**src/rtl/serial_addsub_64.sv**
```systemverilog
// Bit-serial adder/subtractor: one full-adder stage per cycle, LSB first.
// Valid/ready handshake on both sides; result and flags held in DONE.
module serial_addsub_64 #(
  parameter int WIDTH = 64
) (
  input  logic             clk,
  input  logic             reset,
  input  logic             in_valid,
  output logic             in_ready,
  input  logic [WIDTH-1:0] a,
  input  logic [WIDTH-1:0] b,
  input  logic             sub,
  output logic             out_valid,
  input  logic             out_ready,
  output logic [WIDTH-1:0] result,
  output logic             cout,
  output logic             overflow,
  output logic             zero
);

  localparam int CW = $clog2(WIDTH) + 1;

  typedef enum logic [1:0] {
    IDLE = 2'd0,
    RUN  = 2'd1,
    DONE = 2'd2
  } state_t;

  state_t          state_q, state_d;
  logic [WIDTH-1:0] a_q, a_d;
  logic [WIDTH-1:0] b_q, b_d;
  logic [WIDTH-1:0] res_q, res_d;
  logic [CW-1:0]    cnt_q, cnt_d;
  logic             carry_q, carry_d;
  logic             cout_q, cout_d;
  logic             ovf_q, ovf_d;
  logic             zero_q, zero_d;

  logic sum_bit;
  logic c_out;
  logic last;

  assign sum_bit = a_q[0] ^ b_q[0] ^ carry_q;
  assign c_out   = (a_q[0] & b_q[0]) |
                   (carry_q & (a_q[0] ^ b_q[0]));
  assign last    = (state_q == RUN) &&
                   (cnt_q == CW'(WIDTH - 1));

  always_ff @(posedge clk or posedge reset) begin
    if (reset) begin
      state_q <= IDLE;
    end else begin
      state_q <= state_d;
    end
  end

  always_comb begin
    state_d = state_q;
    unique case (state_q)
      IDLE: if (in_valid)  state_d = RUN;
      RUN:  if (last)      state_d = DONE;
      DONE: if (out_ready) state_d = IDLE;
      default:             state_d = IDLE;
    endcase
  end

  always_comb begin
    in_ready  = (state_q == IDLE);
    out_valid = (state_q == DONE);
  end

  always_comb begin
    a_d     = a_q;
    b_d     = b_q;
    res_d   = res_q;
    cnt_d   = cnt_q;
    carry_d = carry_q;
    cout_d  = cout_q;
    ovf_d   = ovf_q;
    zero_d  = zero_q;
    unique case (state_q)
      IDLE: begin
        if (in_valid) begin
          a_d     = a;
          b_d     = sub ? ~b : b;
          carry_d = sub;
          cnt_d   = '0;
          res_d   = '0;
        end
      end
      RUN: begin
        a_d     = a_q >> 1;
        b_d     = b_q >> 1;
        res_d   = {sum_bit, res_q[WIDTH-1:1]};
        carry_d = c_out;
        cnt_d   = cnt_q + 1'b1;
        // carry_q here is the carry into the MSB
        if (last) begin
          cout_d = c_out;
          ovf_d  = carry_q ^ c_out;
          zero_d = (res_d == '0);
        end
      end
      default: begin
      end
    endcase
  end

  always_ff @(posedge clk or posedge reset) begin
    if (reset) begin
      a_q     <= '0;
      b_q     <= '0;
      res_q   <= '0;
      cnt_q   <= '0;
      carry_q <= 1'b0;
      cout_q  <= 1'b0;
      ovf_q   <= 1'b0;
      zero_q  <= 1'b0;
    end else begin
      a_q     <= a_d;
      b_q     <= b_d;
      res_q   <= res_d;
      cnt_q   <= cnt_d;
      carry_q <= carry_d;
      cout_q  <= cout_d;
      ovf_q   <= ovf_d;
      zero_q  <= zero_d;
    end
  end

  assign result   = res_q;
  assign cout     = cout_q;
  assign overflow = ovf_q;
  assign zero     = zero_q;

endmodule

```
**config.mk**
```make
export PLATFORM = sky130hd
export DESIGN_NAME = serial_addsub_64
export DESIGN_NICKNAME = d
export VERILOG_FILES = /design/src/rtl/serial_addsub_64.sv
export SDC_FILE = /design/constraint.sdc
export NUM_CORES = 1
export LEC_CHECK = 0
export BUFFER_PORTS_ARGS = -buffer_cell sky130_fd_sc_hd__buf_2
export CAP_MARGIN = 20
export CORE_MARGIN = 2
export CORE_UTILIZATION = 50
export CTS_CLUSTER_SIZE = 10
export DETAILED_ROUTE_END_ITERATION = 10
export PLACE_DENSITY = 0.75
export SLEW_MARGIN = 15
export SYNTH_ARGS = -nofsm -noshare
export SYNTH_HDL_FRONTEND = slang
export SYNTH_SLANG_ARGS = --single-unit
```
**constraint.sdc**
```tcl
create_clock -name clk -period 22.3 [get_ports clk]
set_clock_uncertainty 0.2 [all_clocks]
set_input_delay 4.46 -clock clk [delete_from_list [all_inputs] [get_ports clk]]
set_output_delay 4.46 -clock clk [all_outputs]
set_load 0.01 [all_outputs]
```
# Word level (Yosys, flattened, before mapping)
# Index checks and enable logic that the tools add are counted.
# classes
n_reduce_logical	7
n_addsub	1
n_bitwise	7
n_mux	15
n_eq_ne	6
# op_table
operator	n
case mux 64 bit (2 select lines)	3
two-way mux 64 bit	4
zero test 64 bit	1
inverter 64 bit	1
case mux 7 bit (2 select lines)	1
adder 7 x 1 -> 7 bit (second input constant)	1
== test 7 x 6 -> 1 bit (second input constant)	1
two-way mux 7 bit	1
two-way mux 2 bit	3
case mux 2 bit (3 select lines)	1
inequality test 2 bit (second input constant)	2
AND reduction 2 bit	2
AND reduction 3 bit	1
bitwise XOR 1 bit	3
bitwise AND 1 bit	2
== test 2 x 1 -> 1 bit (second input constant)	1
== test 2 bit (second input constant)	1
zero test 2 bit	1
inequality test 2 x 1 -> 1 bit (second input constant)	1
case mux 1 bit (2 select lines)	1
nonzero test 2 bit	1
logical AND 1 bit	1
two-way mux 1 bit	1
bitwise OR 1 bit	1
# word_totals
register_bits	205
out_inout_bits	69
in_bits	133
wordCells	45

# Logic depth before layout (Yosys ltp)
# depth
ltp_word	4
ltp_mapped	8
depth_no_buf	5

# Worst setup path after synthesis
# OpenSTA, ideal clock, no wires.
# synth_path
path_kind	reg-to-output
from	reg state_q[0]
to	out out_valid
stages_incl_launch_ff	5
path_buffers	3
arrival_time_ps	1025
t_required_ps	17640
path_slack_ps	16615
path_cell_list	dfrtp_1 buf_4 buf_4 buf_4 nor2b_1
# synth_via
elab_chain_cells	1
# synth_rtl
item	line	text
from (decl)	29	state_t state_q, state_d;
from (signal assigned)	53	state_q <= state_d;
== test 2 bit	69	out_valid = (state_q == DONE);
to (decl)	13	output logic out_valid,
# No other way between the ends.

# Worst setup path after layout
# layout_path
from	reg state_q[1]
to	out out_valid
# The elaborated chain is that of the path after synthesis.

==> results.md <==
- Layout Nets: 1,217
- Gate Count Post-Synth: 933
- Initial antenna violation count: 2
- Largest net degree at the start of global routing: 131
- Clk_lat worst skew: 0.50 ns
- Vias per std cell: 5.67
- # Max-Cap Violations: 0
- Crit path required time: 17.64 ns
- Synth top area share: 51.8%
- CTS root buffer: clkbuf_16
- Endpoints failing hold: 0
- FP Rows: 51
- CP Class: reg2out
- RSZ-0062 raised after global routing: false
- Fin. max-slew vios: 0
- Startpoint Class: flip-flop
- Pre-antenna DRT Iters: 4
- Post-synthesis sequential area ratio: 51.8%
- Die Span Y: 145 um
- Syn Area/Cell: 10.6 sq um
- Fin crit share: 29.2%
- N_diodes: 0
- Reg2Reg Setup Slack: 19.14 ns
- Leakage dissipation: 5.29 nW
- Routed Wire Length: 22,200 um
- Critical Path AT: 1.86 ns
- Placer congestion estimate: 0.806
- CTS clk-pin slew, worst paths: 0.06 ns
- R2R depth: 4
- DRT iter0 DRCs: 457
- Synth-to-Final Area Change: 16.6%
- Setup bufs post-CTS: 0
- Number of synthesized register bits: 205
- Rel. slew slack: 28.4%
- Post-Syn Nets: 1,068
- Antenna Nets Post-Route: 0
- Maximum VDD drop: 0.0511 mV
- Status: completed
- Hold Path Depth: 2
- Most area-hungry cell type in the Yosys netlist: dfrtp_1
- Top cells by area, synth: dfrtp_1 (52%), a21oi_1 (6.5%), nor2b_1 (6.4%)
- Fmax achieved: 0.153 GHz
- Synth Flop Type: dfrtp_1
- Fraction of registers with async set/reset: 100%
- Total global-route track usage: 20.8%
- Sink Count: 205
- Fin crit period: 6.52 ns
- H-tree depth: 1
- Clk buf depth: 3
- RR Endpoint: cnt_q[2]$_DFFE_PP0P_
- Ys Warns: 0
- I/O pins: 202
- Synth cell types: 38
- WHS Endpoint: a_q[2]$_DFFE_PP0P_
- Min-delay src: a_q[2]$_DFFE_PP0P_
- Hold Path Class: reg2reg
- Share of post-route cells with drive strength above 1: 23.0%
- Synth Cell Area: 9900 sq um
- R2R Path Start: state_q[1]$_DFFE_PP0P_
- Core area: 19,500 sq um
- Post-synth EDFFs: 0
- CTS Buf Count: 24
- Chip width: 145 um
- Max FO, Critical Path: 68
- PwrDens: 72.1 nW/um^2
- Port buffer count: 201
- Post-CTS Hold Buffers: 0
- Hpwl dp: 13,400 um
- Slew at the pin closest to its max-slew limit: 1.07 ns
- Vias in the first global route: 7,047
- FILL cells: 1,672
- Post-CTS Resized: 0
- Via count: 7,658
- Fin Setup TNS: 0 ns
- Fin Hold WS: 0.279 ns
- Worst setup EP type: output port
- Initial Util: 50.9%
- Post-route DRC: 0
- Die ar.: 20,900 sq um
- Overflow after GRT: 0
- Detailed-route wire length per cell: 16.4 um
- CTS tree: built
- Final number of setup-violating endpoints: 0
- First-pass GRT wire length: 35,800 um
## layer usage
layer | vias to the layer above | track usage (%) | part of all wire, %
met2 | 201 | 31.0 | 45
met1 | 3734 | 30.8 | 46
met3 | 42 | 4.71 | 6.4
met4 | 2 | 5.77 | 2.5
li1 | 3679 | - | -
met5 | - | 0 | 0.059
## cells in the mapped netlist (5+ instances only)
cell        n
o22a_1     63
dfrtp_1   205
and3b_1    28
nand2_1    34
nor2b_1   102
buf_2      35
o21ai_0    68
a22oi_1    36
xnor2_1    65
buf_6       5
nor4_1     17
a22o_1     65
clkbuf_1   30
buf_4       8
a21oi_1   128
## report_power, final
part / leakage, nW / switching, W / internal [W]
sequential: 2.64 / 0.0000193 / 0.000390
combinational: 2.33 / 0.0000409 / 0.0000420
clock: 0.320 / 0.000139 / 0.000202
## through the flow
step	power [W]	setup slack, ns	instances	area [sq um]	util, %
6_report	0.000832	15.78	1351	11500	59.3
4_1_cts	0.000840	15.72	1351	11500	59.3
2_1_floorplan	0.000459	12.04	933	9900	-
5_1_grt	0.000867	15.65	1351	11500	59.3
3_3_place_gp	0.000497	15.47	1321	10900	56.0
3_5_place_dp	0.000499	15.41	1321	10900	56.0
## kinds of logic (layout without fill, tap and decap cells)
logic type                 Yosys count  count (layout)  synth area share (%)
and+or+nand+nor                    201             201                  12.7
muxes                                2               2                 0.227
DFF                                205             205                  51.8
adders and majority gates            2               2                 0.329
AOI/OAI and AO/OA                  369             369                  24.5
buffers and inverters               89             242                  4.62
xor gates and xnor gates            65              65                  5.75
## worst max path at each step
stage,from,to,slack (ns),cells past startpoint
detailed placement,in_valid,cnt_q[6]$_DFFE_PP0P_,15.41,7
finish,state_q[1]$_DFFE_PP0P_,out_valid,15.78,2
floorplan,reset,a_q[0]$_DFFE_PP0P_,12.04,1
global placement,in_valid,cnt_q[6]$_DFFE_PP0P_,15.47,7
CTS,state_q[1]$_DFFE_PP0P_,out_valid,15.72,2
global route,state_q[0]$_DFFE_PP0P_,out_valid,15.65,2
## registers in the layout, summed over array words and instances, names as in the netlist, 2 cells and up
| signal | flops |
|---|---|
| a_q | 64 |
| b_q | 64 |
| result | 64 |
| cnt_q | 7 |
| state_q | 2 |
## layout by cell type (no fill, tap or decap), types with 2 or more instances in the layout
cell type	n
buf_4	9
dfrtp_1	203
dfrtp_4	2
nand4_1	4
clkbuf_16	25
xnor2_1	65
o31ai_1	2
nand3_1	3
nor4_1	17
mux2_2	2
inv_1	2
nor2_1	3
and3b_1	28
a21oi_1	128
nor2b_1	100
clkbuf_1	4
buf_2	200
o21ai_1	4
nand2_1	34
o21ai_0	68
o211ai_1	2
a22o_1	65
o22a_1	63
a22oi_1	36
## area by class of cell
class	instances	area (sq um)	share of cell area, %
multi-input cells	639	4330	37.5
inverters	3	18.8	0.163
clock buffers	30	654	5.67
repair buffers	209	1070	9.26
flip-flops and latches	205	5140	44.5
well taps	265	332	2.87
## critical path, cell delays in order, from the launching register on
cell and delay (ns):
dfrtp_4 0.86, nor2b_1 0.31, buf_2 0.18
Note: power is estimated with default switching activity, not from simulation.
